<file path="src/rtl/uart_sys_pkg.sv">
// Shared constants for the UART command path: command bytes, FSM state encodings
// and the fixed register-file slots that receive the ALU operands.
package uart_sys_pkg;

  localparam logic [7:0] CMD_RF_WR   = 8'hAA;
  localparam logic [7:0] CMD_RF_RD   = 8'hBB;
  localparam logic [7:0] CMD_ALU_OP  = 8'hCC;
  localparam logic [7:0] CMD_ALU_NOP = 8'hDD;

  typedef logic [2:0] state_t;
  localparam state_t ST_IDLE    = 3'd0;
  localparam state_t ST_WR_ADDR = 3'd1;
  localparam state_t ST_WR_DATA = 3'd2;
  localparam state_t ST_RD_ADDR = 3'd3;
  localparam state_t ST_OP_A    = 3'd4;
  localparam state_t ST_OP_B    = 3'd5;
  localparam state_t ST_ALU_FUN = 3'd6;

  localparam int unsigned OPA_ADDR = 0;
  localparam int unsigned OPB_ADDR = 1;

  // States in which the ALU clock must already be running.
  function automatic logic alu_state(input state_t s);
    return (s == ST_OP_A) || (s == ST_OP_B) || (s == ST_ALU_FUN);
  endfunction

endpackage

</file>
<file path="src/rtl/cmd_timeout_cnt.sv">
// Idle-cycle counter for partial frames; tc flags the terminal count TIMEOUT_CYCLES-1.
module cmd_timeout_cnt #(
  parameter int unsigned TIMEOUT_CYCLES = 1024
) (
  input  logic CLK,
  input  logic RST,
  input  logic run,
  input  logic clr,
  output logic tc
);
  localparam int CW = (TIMEOUT_CYCLES > 2) ? $clog2(TIMEOUT_CYCLES) : 1;

  logic [CW-1:0] cnt;

  // Saturates at the terminal count; the FSM leaves its state on that cycle.
  always_ff @(posedge CLK) begin
    if (!RST || clr || !run) cnt <= '0;
    else if (!tc)            cnt <= cnt + 1'b1;
  end

  assign tc = (cnt == CW'(TIMEOUT_CYCLES - 1));

endmodule

</file>
<file path="src/rtl/uart_cmd_decoder.sv">
// Frame parser between the UART receiver and the register file / ALU.
// Optional partial-frame timeout is built when UART_CMD_TIMEOUT_EN is defined.
module uart_cmd_decoder
  import uart_sys_pkg::*;
#(
  parameter int unsigned DATA_WIDTH     = 8,
  parameter int unsigned ADDR_WIDTH     = 4,
  parameter int unsigned FUN_WIDTH      = 4,
  parameter int unsigned TIMEOUT_CYCLES = 1024
) (
  input  logic                  CLK,
  input  logic                  RST,
  input  logic [DATA_WIDTH-1:0] RX_P_DATA,
  input  logic                  RX_D_VLD,
  input  logic                  RX_PAR_ERR,
  input  logic                  RX_STP_ERR,
  output logic [ADDR_WIDTH-1:0] RF_ADDR,
  output logic [DATA_WIDTH-1:0] RF_WR_DATA,
  output logic                  RF_WR_EN,
  output logic                  RF_RD_EN,
  output logic [FUN_WIDTH-1:0]  ALU_FUN,
  output logic                  ALU_EN,
  output logic                  CLK_GATE_EN,
  output logic                  FRAME_ERR,
  output logic                  CMD_ERR,
  output logic                  BUSY
);

  state_t                  state, nxt;
  logic [ADDR_WIDTH-1:0]   addr_lat, addr_lat_n;
  logic [ADDR_WIDTH-1:0]   addr_n;
  logic [DATA_WIDTH-1:0]   wdata_n;
  logic [FUN_WIDTH-1:0]    fun_n;
  logic                    wr_n, rd_n, alu_n, ferr_n, cerr_n;
  logic                    tmo_hit;

`ifdef UART_CMD_TIMEOUT_EN
  logic tc;

  cmd_timeout_cnt #(.TIMEOUT_CYCLES(TIMEOUT_CYCLES)) u_tmo (
    .CLK (CLK),
    .RST (RST),
    .run (state != ST_IDLE),
    .clr (RX_D_VLD),
    .tc  (tc)
  );

  assign tmo_hit = tc && (state != ST_IDLE);
`else
  localparam bit TMO_OFF = (TIMEOUT_CYCLES > 0);
  assign tmo_hit = 1'b0 & TMO_OFF;
`endif

  always_comb begin
    nxt        = state;
    addr_lat_n = addr_lat;
    addr_n     = RF_ADDR;
    wdata_n    = RF_WR_DATA;
    fun_n      = ALU_FUN;
    wr_n       = 1'b0;
    rd_n       = 1'b0;
    alu_n      = 1'b0;
    ferr_n     = 1'b0;
    cerr_n     = 1'b0;
    if (RX_D_VLD) begin
      // A corrupted byte aborts whatever frame was in progress.
      if (RX_PAR_ERR || RX_STP_ERR) begin
        nxt    = ST_IDLE;
        ferr_n = 1'b1;
      end else begin
        case (state)
          ST_IDLE: begin
            case (RX_P_DATA)
              CMD_RF_WR:   nxt = ST_WR_ADDR;
              CMD_RF_RD:   nxt = ST_RD_ADDR;
              CMD_ALU_OP:  nxt = ST_OP_A;
              CMD_ALU_NOP: nxt = ST_ALU_FUN;
              default:     cerr_n = 1'b1;
            endcase
          end
          ST_WR_ADDR: begin
            addr_lat_n = RX_P_DATA[ADDR_WIDTH-1:0];
            nxt        = ST_WR_DATA;
          end
          ST_WR_DATA: begin
            addr_n  = addr_lat;
            wdata_n = RX_P_DATA;
            wr_n    = 1'b1;
            nxt     = ST_IDLE;
          end
          ST_RD_ADDR: begin
            addr_n = RX_P_DATA[ADDR_WIDTH-1:0];
            rd_n   = 1'b1;
            nxt    = ST_IDLE;
          end
          ST_OP_A: begin
            addr_n  = ADDR_WIDTH'(OPA_ADDR);
            wdata_n = RX_P_DATA;
            wr_n    = 1'b1;
            nxt     = ST_OP_B;
          end
          ST_OP_B: begin
            addr_n  = ADDR_WIDTH'(OPB_ADDR);
            wdata_n = RX_P_DATA;
            wr_n    = 1'b1;
            nxt     = ST_ALU_FUN;
          end
          ST_ALU_FUN: begin
            fun_n = RX_P_DATA[FUN_WIDTH-1:0];
            alu_n = 1'b1;
            nxt   = ST_IDLE;
          end
          default: nxt = ST_IDLE;
        endcase
      end
    end else if (tmo_hit) begin
      nxt    = ST_IDLE;
      ferr_n = 1'b1;
    end
  end

  always_ff @(posedge CLK) begin
    if (!RST) begin
      state       <= ST_IDLE;
      addr_lat    <= '0;
      RF_ADDR     <= '0;
      RF_WR_DATA  <= '0;
      RF_WR_EN    <= 1'b0;
      RF_RD_EN    <= 1'b0;
      ALU_FUN     <= '0;
      ALU_EN      <= 1'b0;
      CLK_GATE_EN <= 1'b0;
      FRAME_ERR   <= 1'b0;
      CMD_ERR     <= 1'b0;
      BUSY        <= 1'b0;
    end else begin
      state       <= nxt;
      addr_lat    <= addr_lat_n;
      RF_ADDR     <= addr_n;
      RF_WR_DATA  <= wdata_n;
      RF_WR_EN    <= wr_n;
      RF_RD_EN    <= rd_n;
      ALU_FUN     <= fun_n;
      ALU_EN      <= alu_n;
      // Gate stays open through the ALU_EN cycle, closes on the next one.
      CLK_GATE_EN <= alu_state(nxt) || alu_n;
      FRAME_ERR   <= ferr_n;
      CMD_ERR     <= cerr_n;
      BUSY        <= (nxt != ST_IDLE);
    end
  end

endmodule

</file>
<file path="config.mk">
export PLATFORM = sky130hd
export DESIGN_NAME = uart_cmd_decoder
export DESIGN_NICKNAME = d
export VERILOG_FILES = /design/src/rtl/uart_sys_pkg.sv /design/src/rtl/cmd_timeout_cnt.sv /design/src/rtl/uart_cmd_decoder.sv
export SDC_FILE = /design/constraint.sdc
export NUM_CORES = 1
export LEC_CHECK = 0
export CORE_MARGIN = 3
export CORE_UTILIZATION = 47
export CTS_CLUSTER_DIAMETER = 50
export DETAILED_ROUTE_END_ITERATION = 16
export GPL_TIMING_DRIVEN = 0
export MAX_ROUTING_LAYER = met4
export PLACE_DENSITY = 0.78
export REMOVE_ABC_BUFFERS = 1
export SLEW_MARGIN = 10
export SYNTH_ARGS = -nofsm -noshare
export SYNTH_HDL_FRONTEND = slang
export SYNTH_SLANG_ARGS = --single-unit
</file>
<file path="constraint.sdc">
create_clock -name CLK -period 1.87 [get_ports CLK]
set_clock_uncertainty 0.15 [all_clocks]
set_input_delay 0.374 -clock CLK [delete_from_list [all_inputs] [get_ports CLK]]
set_output_delay 0.374 -clock CLK [all_outputs]
set_load 0.005 [all_outputs]
</file>
==> results of run 1 <==
==> worst max path at each step <==
| stage | end | slack [ns] | cells past startpoint |
|---|---|---|---|
| 6_report | CLK_GATE_EN$_SDFF_PN0_ | 0.06 | 5 |
| 2_1_floorplan | RF_WR_DATA[0]$_SDFFE_PN0P_ | -0.27 | 4 |
| 5_1_grt | CMD_ERR$_SDFF_PP0_ | 0.0001 | 5 |
| 3_5_place_dp | ALU_FUN[2]$_SDFFE_PN0P_ | -0.57 | 5 |
| 3_3_place_gp | RF_WR_DATA[1]$_SDFFE_PN0P_ | -0.67 | 4 |
| 4_1_cts | CLK_GATE_EN$_SDFF_PN0_ | 0.006 | 4 |
==> power breakdown <==
group / internal (µW) / switching [µW]
logic: 35.0 / 39.8
clock network: 135 / 221
registers: 640 / 0.864
total: 810 / 262
==> repair_timing <==
item                                    4_1_cts  5_1_grt
buffers inserted                              1        0
pin swaps                                     2        0
resized for setup                             9        4
hold buffers                                  0        0
endpoints found under the setup margin       15       10
==> synthesized netlist by cell type (2+ instances only) <==
cell type  number  area, µm²
dfxtp_1        30        601
nor2_1         18       67.6
mux2i_1        13        130
nand2_1        10       37.5
o21ai_0         8       40.0
clkbuf_1        7       26.3
a21oi_1         6       30.0
and2_1          4       25.0
a211oi_1        3       22.5
a22o_1          3       26.3
a22oi_1         3       22.5
a31oi_1         3       18.8
inv_1           2       7.51
nor2b_1         2       12.5
nor3b_1         2       15.0
o31a_1          2       17.5
or4bb_1         2       22.5
xnor2_1         2       17.5
==> logic make-up (layout without fill, tap and decap cells) <==
logic type | Yosys count | after routing
mux | 13 | 13
compound gates | 34 | 34
flops | 30 | 30
buf+inv | 12 | 46
xor+xnor | 2 | 2
simple gates | 51 | 51
==> per-stage QoR <==
step,power [µW],std cells
after floorplan,683,132
after global placement,732,197
after detailed placement,734,198
after CTS,1080,206
after global routing,1120,206
final,1070,206
==> cell type report <==
class | instances | area (µm²)
multi-input cells | 100 | 686
inverters | 2 | 7.51
well taps | 30 | 37.5
repair buffers | 37 | 360
clock buffers | 5 | 37.5
clock inverters | 2 | 10.0
fillers | 214 | 847
flip-flops and latches | 30 | 604
==> sequential cells by signal, summed over array words and instances (netlist names) <==
signal       flops
ALU_EN           1
RF_RD_EN         1
RF_WR_DATA       8
state            3
BUSY             1
RF_WR_EN         1
RF_ADDR          4
ALU_FUN          4
addr_lat         4
CLK_GATE_EN      1
FRAME_ERR        1
CMD_ERR          1
==> critical path, stage by stage <==
cell	delay, ns
dlygate4sd2_1	0.33
or4bb_4	0.56
a211oi_2	0.28
a21oi_1	0.09
o221a_1	0.25
==> routing by layer <==
metal	GRT usage [%]	vias to the layer above	wire [µm]
met2	33.1	44	1510
met4	8.41	0	38
met3	5.88	6	203
met5	-	-	0
met1	23.4	541	1220
li1	-	574	-
==> placed cells by master (no fill, tap or decap), drive strengths merged, types with 2 or more instances in the layout <==
cell / synthesis / layout
a211oi: 4 / 4
a21oi: 6 / 6
a22o: 3 / 3
a22oi: 3 / 3
a31oi: 3 / 3
and2: 4 / 4
buf: 3 / 2
clkbuf: 7 / 5
clkdlybuf4s50: 0 / 28
clkinv: 0 / 2
dfxtp: 30 / 30
dlygate4sd2: 0 / 6
inv: 2 / 2
mux2i: 13 / 13
nand2: 10 / 10
nor2: 19 / 19
nor2b: 2 / 2
nor3: 2 / 2
nor3b: 2 / 2
o21ai: 8 / 8
o31a: 2 / 2
or4bb: 2 / 2
xnor2: 2 / 2
==> results.md, run 1 <==
- Die Wd: 59.2 µm
- Clk sinks: 30
- Multiplexer share of the synthesized area: 9.78%
- Synth Area in Compound Gates: 17.7%
- CP Max Fanout: 7
- Row count: 18
- Layout cell share with drive strength beyond 1: 10.2%
- Mapped Cells: 142
- DRC: 0
- Worst Hold Class: input pin to flip-flop
- Io pins: 36
- H-Tree Depth: 2
- Worst-Skew Late Latency: 0.32 ns
- FF+latch count, synth: 30
- Syn_area_per_cell: 9.37 µm²
- Root buf cell: clkbuf_4
- Via count: 1165
- Slew HR: 57.9%
- Die H: 59.2 µm
- Unrepaired setup endpoints after global routing: false
- Status: completed
- Period utilization: 96.9%
- Final hold violations: 0
- Global placement routability congestion: 0.806
- Final wirelength: 2970 µm
- Inserted Clock Buffers: 5
- Post-Syn Area: 1330 µm²
- CP startpoint: RX_P_DATA[2]
- WHS Path Cells: 3
- WHS: 0.287 ns
- Post-Synth Simple-Gate Area: 22.0%
- Synthesized-area fraction occupied by adder cells: 0%
- Synth async-reset ratio: 0%
- Layout net count: 189
- Vias per cell: 5.66
- Ys flop type: dfxtp_1
- FF-to-FF Start: state[2]$_SDFF_PN0_
- Setup TNS: 0 ns
- Worst Path Required: 1.94 ns
- Initial core utilization: 51.4%
- 1st-iter DRT viols: 35
- Clock buffer depth: 2
- Final Cell Area: 1740 µm²
- Final setup vio count: 0
- DRT Pass-1 Iters: 4
- GRT overflow: 0
- Detailed Place HPWL: 2210 µm
- Hold endpoint: addr_lat[3]$_SDFFE_PN0P_
- Hold path start: RX_P_DATA[3]
- Max VDD drop: 0.435 mV
- Final setup margin: 0.0573 ns
- FF-to-FF path depth: 4
- Pin count of the biggest net entering global routing: 22
- Worst R2R End: CLK_GATE_EN$_SDFF_PN0_
- Synth cell types: 40
- Post-route ant nets: 0
- CTS tree: done
- Main combinational cell family by area after synthesis: simple AND/OR/NAND/NOR gates
- Vias in the first global route: 1159
- Initial antenna violation count: 0
- Clock transition at path regs: 0.09 ns
- Post-place setup slack: -0.568 ns
- Total core area: 2590 µm²
- First-pass GRT wire length: 5260 µm
- Sequential element share of the synthesized area: 45.2%
- Die area: 3500 µm²
- Synthesis Warnings: 0
- Max Slew Vio Count: 0
- Tmin final: 1.81 ns
- Worst reg2reg setup slack: 0.11 ns
- Critical path class: input pin to flip-flop
- Crit. End Element: flip-flop
- Syn-to-layout area delta: 31.0%
- GRT Util Overall: 20.4%
- EDFF count, synth: 0
- Arr. time, crit path: 1.88 ns
- Worst Setup Start Kind: input pin
- IO Port Bufs: 35
- P_leak: 0.000675 µW
- Maximum clock frequency: 0.552 GHz
- XOR/XNOR Fraction of Synth Area: 1.32%
- Worst slew pin tran: 0.630 ns
- Util after Layout: 67.3%
- Pwr/cell area: 615 nW/µm²
- DR WL/cell: 14.4 µm
- Max cap viols: 0
- N_diodes: 0
- Placed instance area: 1680 µm²
(Power assumes the default switching activity.)
==> inputs of run 2 (changes only) <==
- TNS_END_PERCENT: default -> 5
==> results.md, run 2 (same netlist as run 1, synthesis figures left out) <==
- Layout cell share with drive strength beyond 1: 11.4% (+1.1 points)
- Period utilization: 98.6% (+1.7 points)
- Status: completed
- Pwr/cell area: 611 nW/µm² (-0.75%)
- Slew HR: 58.5% (+0.54 points)
- GRT Util Overall: 20.4% (unchanged)
- H-Tree Depth: 2 (unchanged)
- Clk sinks: 30 (unchanged)
- Die area: 3500 µm² (unchanged)
- Pin count of the biggest net entering global routing: 22 (unchanged)
- Worst slew pin tran: 0.622 ns (-0.00815 ns)
- Final hold violations: 0 (unchanged)
- Critical path class: input pin to flip-flop
- IO Port Bufs: 35 (unchanged)
- First-pass GRT wire length: 5260 µm (unchanged)
- 1st-iter DRT viols: 25 (-29%)
- Final wirelength: 3070 µm (+3.1%)
- Placed instance area: 1680 µm² (unchanged)
- Max cap viols: 0 (unchanged)
- Arr. time, crit path: 1.91 ns (+0.03 ns)
- Clock transition at path regs: 0.09 ns (about the same)
- Util after Layout: 67.9% (+0.58 points)
- Worst Hold Class: input pin to flip-flop
- DRT Pass-1 Iters: 4 (unchanged)
- Vias per cell: 5.66 (about the same)
- Worst stage delay on the critical path: 0.52 ns (-0.04 ns)
- GRT overflow: 0 (unchanged)
- Commonest cells after routing, fill and taps aside: clkdlybuf4s50_1 (29), dfxtp_1 (27), nor2_1 (18)
- Global placement routability congestion: 0.806 (unchanged)
- Tmin final: 1.84 ns (+0.0312 ns)
- Via count: 1166 (+0.086%)
- Die H: 59.2 µm (unchanged)
- Total core area: 2590 µm² (unchanged)
- DRC: 0 (unchanged)
- P_leak: 0.000682 µW (+0.94%)
- Maximum clock frequency: 0.542 GHz (-1.7%)
- Max Slew Vio Count: 0 (unchanged)
- Detailed Place HPWL: 2210 µm (unchanged)
- Final Cell Area: 1760 µm² (+0.86%)
- Commonest non-fill, non-tap cell in the layout: clkdlybuf4s50_1
- Post-route ant nets: 0 (unchanged)
- Worst-Skew Late Latency: 0.32 ns (about the same)
- Final setup vio count: 0 (unchanged)
- Max VDD drop: 0.434 mV (-0.23%)
- Syn-to-layout area delta: 32.2%
- Worst Setup Start Kind: input pin
- CP Max Fanout: 3 (-4)
- DR WL/cell: 14.9 µm (+3.1%)
- Die Wd: 59.2 µm (unchanged)
- Inserted Clock Buffers: 5 (unchanged)
- Worst-path cell chain: clkdlybuf4s50_1 > or4bb_1 > a211oi_4 > a21oi_1 > o221a_1
- Unrepaired setup endpoints after global routing: false
- Initial antenna violation count: 0 (unchanged)
- Slowest CP cell: clkdlybuf4s50_1
- Crit. End Element: flip-flop
- Initial core utilization: 51.4% (unchanged)
- Layout net count: 189 (unchanged)
- Row count: 18 (unchanged)
- Root buf cell: clkbuf_4
- Clock buffer depth: 2 (unchanged)
- Pwr Total: 1070 µW (+0.11%)
- Largest Register: RF_WR_DATA
- Crit path buffers/inverters: 1 (unchanged)
- CTS Hold Buffers Added: 0 (unchanged)
- Top Family by Delay on Critical Path: compound AO/OA/AOI/OAI gates
- Max reg flops: 8 (unchanged)
- # fillers: 214 (unchanged)
- Setup TNS: 0 ns (unchanged)
- Io pins: 36 (unchanged)
- CTS tree: done
- N_diodes: 0 (unchanged)
- Vias in the first global route: 1159 (unchanged)
- Worst Path Required: 1.93 ns (about the same)
-- run 2: cell types whose count changed in the layout (fill, tap and decap cells not counted) --
cell / previous run / this run
a211oi_2: 1 / 0
a211oi_4: 0 / 1
clkbuf_2: 0 / 1
clkdlybuf4s50_1: 28 / 29
dlygate4sd2_1: 6 / 3
dlymetal6s2s_1: 1 / 2
nor4b_1: 1 / 0
nor4b_2: 0 / 1
-- run 2: timing repair --
| item | in CTS | in global routing |
|---|---|---|
| endpoints found under the setup margin | 15 | 13 |
| buffers inserted | 1 | 0 |
| pin swaps | 1 | 2 |
| resized for setup | 6 | 10 |
-- run 2: tightest hold or removal path, cell delays in order --
cell and delay, ns:
clkbuf_2 0.15, nand2_1 0.08, a21oi_1 0.06
-- run 2: metal layers --
metal	part of all wire [%]	routed length, µm	up-vias	global-route usage, %
met4	0.62	19	0	8.41
met2	51	1560	39	33.1
met3	6.5	198	4	5.88
met5	0	0	-	-
met1	42	1290	549	23.4
li1	-	-	574	-
-- run 2: area by class of cell --
type | instances | area [µm²] | share of cell area [%]
Multi-Input combinational cell | 100 | 699 | 39.8
Sequential cell | 30 | 604 | 34.4
Timing Repair Buffer | 37 | 362 | 20.6
Clock buffer | 5 | 37.5 | 2.14
Tap cell | 30 | 37.5 | 2.14
Clock inverter | 2 | 10.0 | 0.569
Inverter | 2 | 7.51 | 0.427
-- run 2: path summary, 6_finish.rpt --
kind / startpoint / end / slack (ns) / depth (start not counted)
setup reg to reg: state[2]$_SDFF_PN0_ / CLK_GATE_EN$_SDFF_PN0_ / 0.06 / 4
setup / recovery: RX_P_DATA[4] / CLK_GATE_EN$_SDFF_PN0_ / 0.03 / 5
hold / removal: RX_P_DATA[1] / addr_lat[1]$_SDFFE_PN0P_ / 0.23 / 3
hold reg to reg: addr_lat[0]$_SDFFE_PN0P_ / RF_ADDR[0]$_SDFFE_PN0P_ / 0.34 / 2
-- run 2: power by group --
part / switching, µW / internal [µW]
Sequential: 0.869 / 640
Clock: 218 / 135
Combinational: 42.6 / 36.5
-- run 2: through the flow --
stage	std cells	hold slack [ns]	setup WS, ns
2_1_floorplan	132	0.297	-0.271
3_3_place_gp	197	0.317	-0.674
3_5_place_dp	198	0.319	-0.568
4_1_cts	206	0.328	-0.103
5_1_grt	206	0.255	0.00161
6_report	206	0.229	0.0261
==> inputs of run 3 (changes only) <==
- CAP_MARGIN: default -> 20
- PLACE_DENSITY: 0.78 -> default
- PLACE_DENSITY_LB_ADDON: default -> 0.1
==> results.md, run 3 (same netlist as run 1, synthesis figures left out) <==
- Met3 Wirelength: 168 µm (-15%)
- Critical path class: input pin to flip-flop
- Final setup vio count: 0 (unchanged)
- Worst-path cell chain: clkdlybuf4s50_1 > or3b_4 > nor3_4 > buf_12 > mux2i_1 > nor2_1
- Wl on met1: 1330 µm (+3.0%)
- Max Slew Vio Count: 0 (unchanged)
- Vias per cell: 5.53 (-2.4%)
- Row count: 18 (unchanged)
- Detailed Place HPWL: 2080 µm (-5.8%)
- DR WL/cell: 14.1 µm (-5.0%)
- Largest Register: RF_WR_DATA
- Worst Path Required: 1.91 ns (-0.02 ns)
- Finished Layout Cells: 205 (-0.49%)
- Register area: 604 µm² (unchanged)
- # fillers: 221 (+3.3%)
- First-pass GRT wire length: 4840 µm (-8.0%)
- Total core area: 2590 µm² (unchanged)
- 1st-iter DRT viols: 40 (+60%)
- Unrepaired setup endpoints after global routing: false
- Period utilization: 96.2% (-2.4 points)
- Cell count after placement: 198 (unchanged)
- Max cap viols: 0 (unchanged)
- Pwr Total: 1080 µW (+0.21%)
- Vias in the first global route: 1110 (-4.2%)
- Crit. End Element: flip-flop
- Commonest cells after routing, fill and taps aside: clkdlybuf4s50_1 (29), dfxtp_1 (27), nor2_1 (18)
- Top Family by Delay on Critical Path: simple AND/OR/NAND/NOR gates
- N_diodes: 0 (unchanged)
- DRT Pass-1 Iters: 4 (unchanged)
- Global placement routability congestion: 0.791 (-1.9%)
- Die area: 3500 µm² (unchanged)
- Root buf cell: clkbuf_4
- Commonest non-fill, non-tap cell in the layout: clkdlybuf4s50_1
- Post-route ant nets: 0 (unchanged)
- Status: completed
- Util after Layout: 68.1% (+0.19 points)
- Inserted Clock Buffers: 5 (unchanged)
- Pwr/cell area: 610 nW/µm² (about the same)
- WHS: 0.344 ns (+0.115 ns)
- Arr. time, crit path: 1.84 ns (-0.07 ns)
- Slowest CP cell: or3b_4
- Worst-Skew Late Latency: 0.32 ns (about the same)
- P_leak: 0.000669 µW (-1.9%)
- Worst stage delay on the critical path: 0.46 ns (-0.06 ns)
- Via count: 1133 (-2.8%)
- Layout cell share with drive strength beyond 1: 9.71% (-1.6 points)
- Clock transition at path regs: 0.08 ns (about the same)
- Maximum clock frequency: 0.556 GHz (+2.5%)
- Layout net count: 189 (unchanged)
- Tmin final: 1.80 ns (-0.0451 ns)
- IO Port Bufs: 35 (unchanged)
- Max reg flops: 8 (unchanged)
- Die H: 59.2 µm (unchanged)
- H-Tree Depth: 2 (unchanged)
- Max Used Layer: met4
- CP Max Fanout: 5 (+2)
- Met2 wire len: 1350 µm (-13%)
- Worst Setup Start Kind: input pin
- Clk sinks: 30 (unchanged)
- Clock buffer depth: 2 (unchanged)
- Initial antenna violation count: 0 (unchanged)
- CTS Hold Buffers Added: 0 (unchanged)
- Die Wd: 59.2 µm (unchanged)
- DRC: 0 (unchanged)
- Worst slew pin tran: 0.639 ns (+0.0172 ns)
- Multi-input combinational cell area: 691 µm² (-1.3%)
- Slew HR: 57.3% (-1.1 points)
- Initial core utilization: 51.4% (unchanged)
- Syn-to-layout area delta: 32.5%
- Worst Hold Class: flip-flop to flip-flop
- Crit path buffers/inverters: 2 (+1)
- Max VDD drop: 0.588 mV (+36%)
- Io pins: 36 (unchanged)
- Setup TNS: 0 ns (unchanged)
- CTS tree: done
- GRT overflow: 0 (unchanged)
- Pin count of the biggest net entering global routing: 22 (unchanged)
- Final wirelength: 2900 µm (-5.4%)
- Final hold violations: 0 (unchanged)
- GRT Util Overall: 19.2% (-1.2 points)
-- run 3: changes by cell type in the layout (fill, tap and decap cells not counted), sizes merged --
cell	before	now
clkinv	2	0
dlygate4sd2	3	5
dlymetal6s2s	2	0
clkdlybuf4s15	0	1
-- run 3: routing by layer --
layer	vias to the layer above	GRT usage [%]
li1	571	-
met1	524	22.6
met2	32	30.0
met3	6	6.97
met4	0	7.12
met5	-	-
-- run 3: tightest hold or removal path, cell delays in order, from the launching register on --
cell	delay [ns]
dfxtp_1	0.32
o21ai_0	0.07
a21oi_1	0.06
-- run 3: area by class of cell --
type                            count  area share (%)
Clock buffer                        6            2.91
Inverter                            2           0.426
Multi-Input combinational cell    100            39.2
Sequential cell                    30            34.3
Tap cell                           30            2.13
Timing Repair Buffer               37            21.1
-- run 3: worst paths after layout --
kind / start / to / slack (ns) / cells past startpoint
max: RX_STP_ERR / ALU_FUN[2]$_SDFFE_PN0P_ / 0.07 / 6
min: addr_lat[0]$_SDFFE_PN0P_ / addr_lat[0]$_SDFFE_PN0P_ / 0.34 / 2
max reg2reg: state[2]$_SDFF_PN0_ / CLK_GATE_EN$_SDFF_PN0_ / 0.12 / 4
min reg2reg: addr_lat[0]$_SDFFE_PN0P_ / addr_lat[0]$_SDFFE_PN0P_ / 0.34 / 2
-- run 3: timing repair --
item                                    in CTS  in global routing
endpoints found under the setup margin      13                  8
pin swaps                                    3                  0
resized for setup                            9                  4
setup buffers                                1                  0
-- run 3: stage by stage --
stage	setup WS, ns	cell area [µm²]
5_1_grt	0.00110	1760
6_report	0.0712	1760
3_3_place_gp	-0.717	1670
3_5_place_dp	-0.601	1680
2_1_floorplan	-0.271	1280
4_1_cts	0.00633	1750
-- run 3: report_power, final --
| part | leakage, µW | internal [µW] | total [µW] | switching [µW] |
|---|---|---|---|---|
| registers | 0.000243 | 640 | 641 | 0.848 |
| clock network | 0.0000302 | 169 | 360 | 191 |
| logic | 0.000395 | 35.2 | 75.1 | 39.9 |
| total | 0.000669 | 844 | 1080 | 231 |
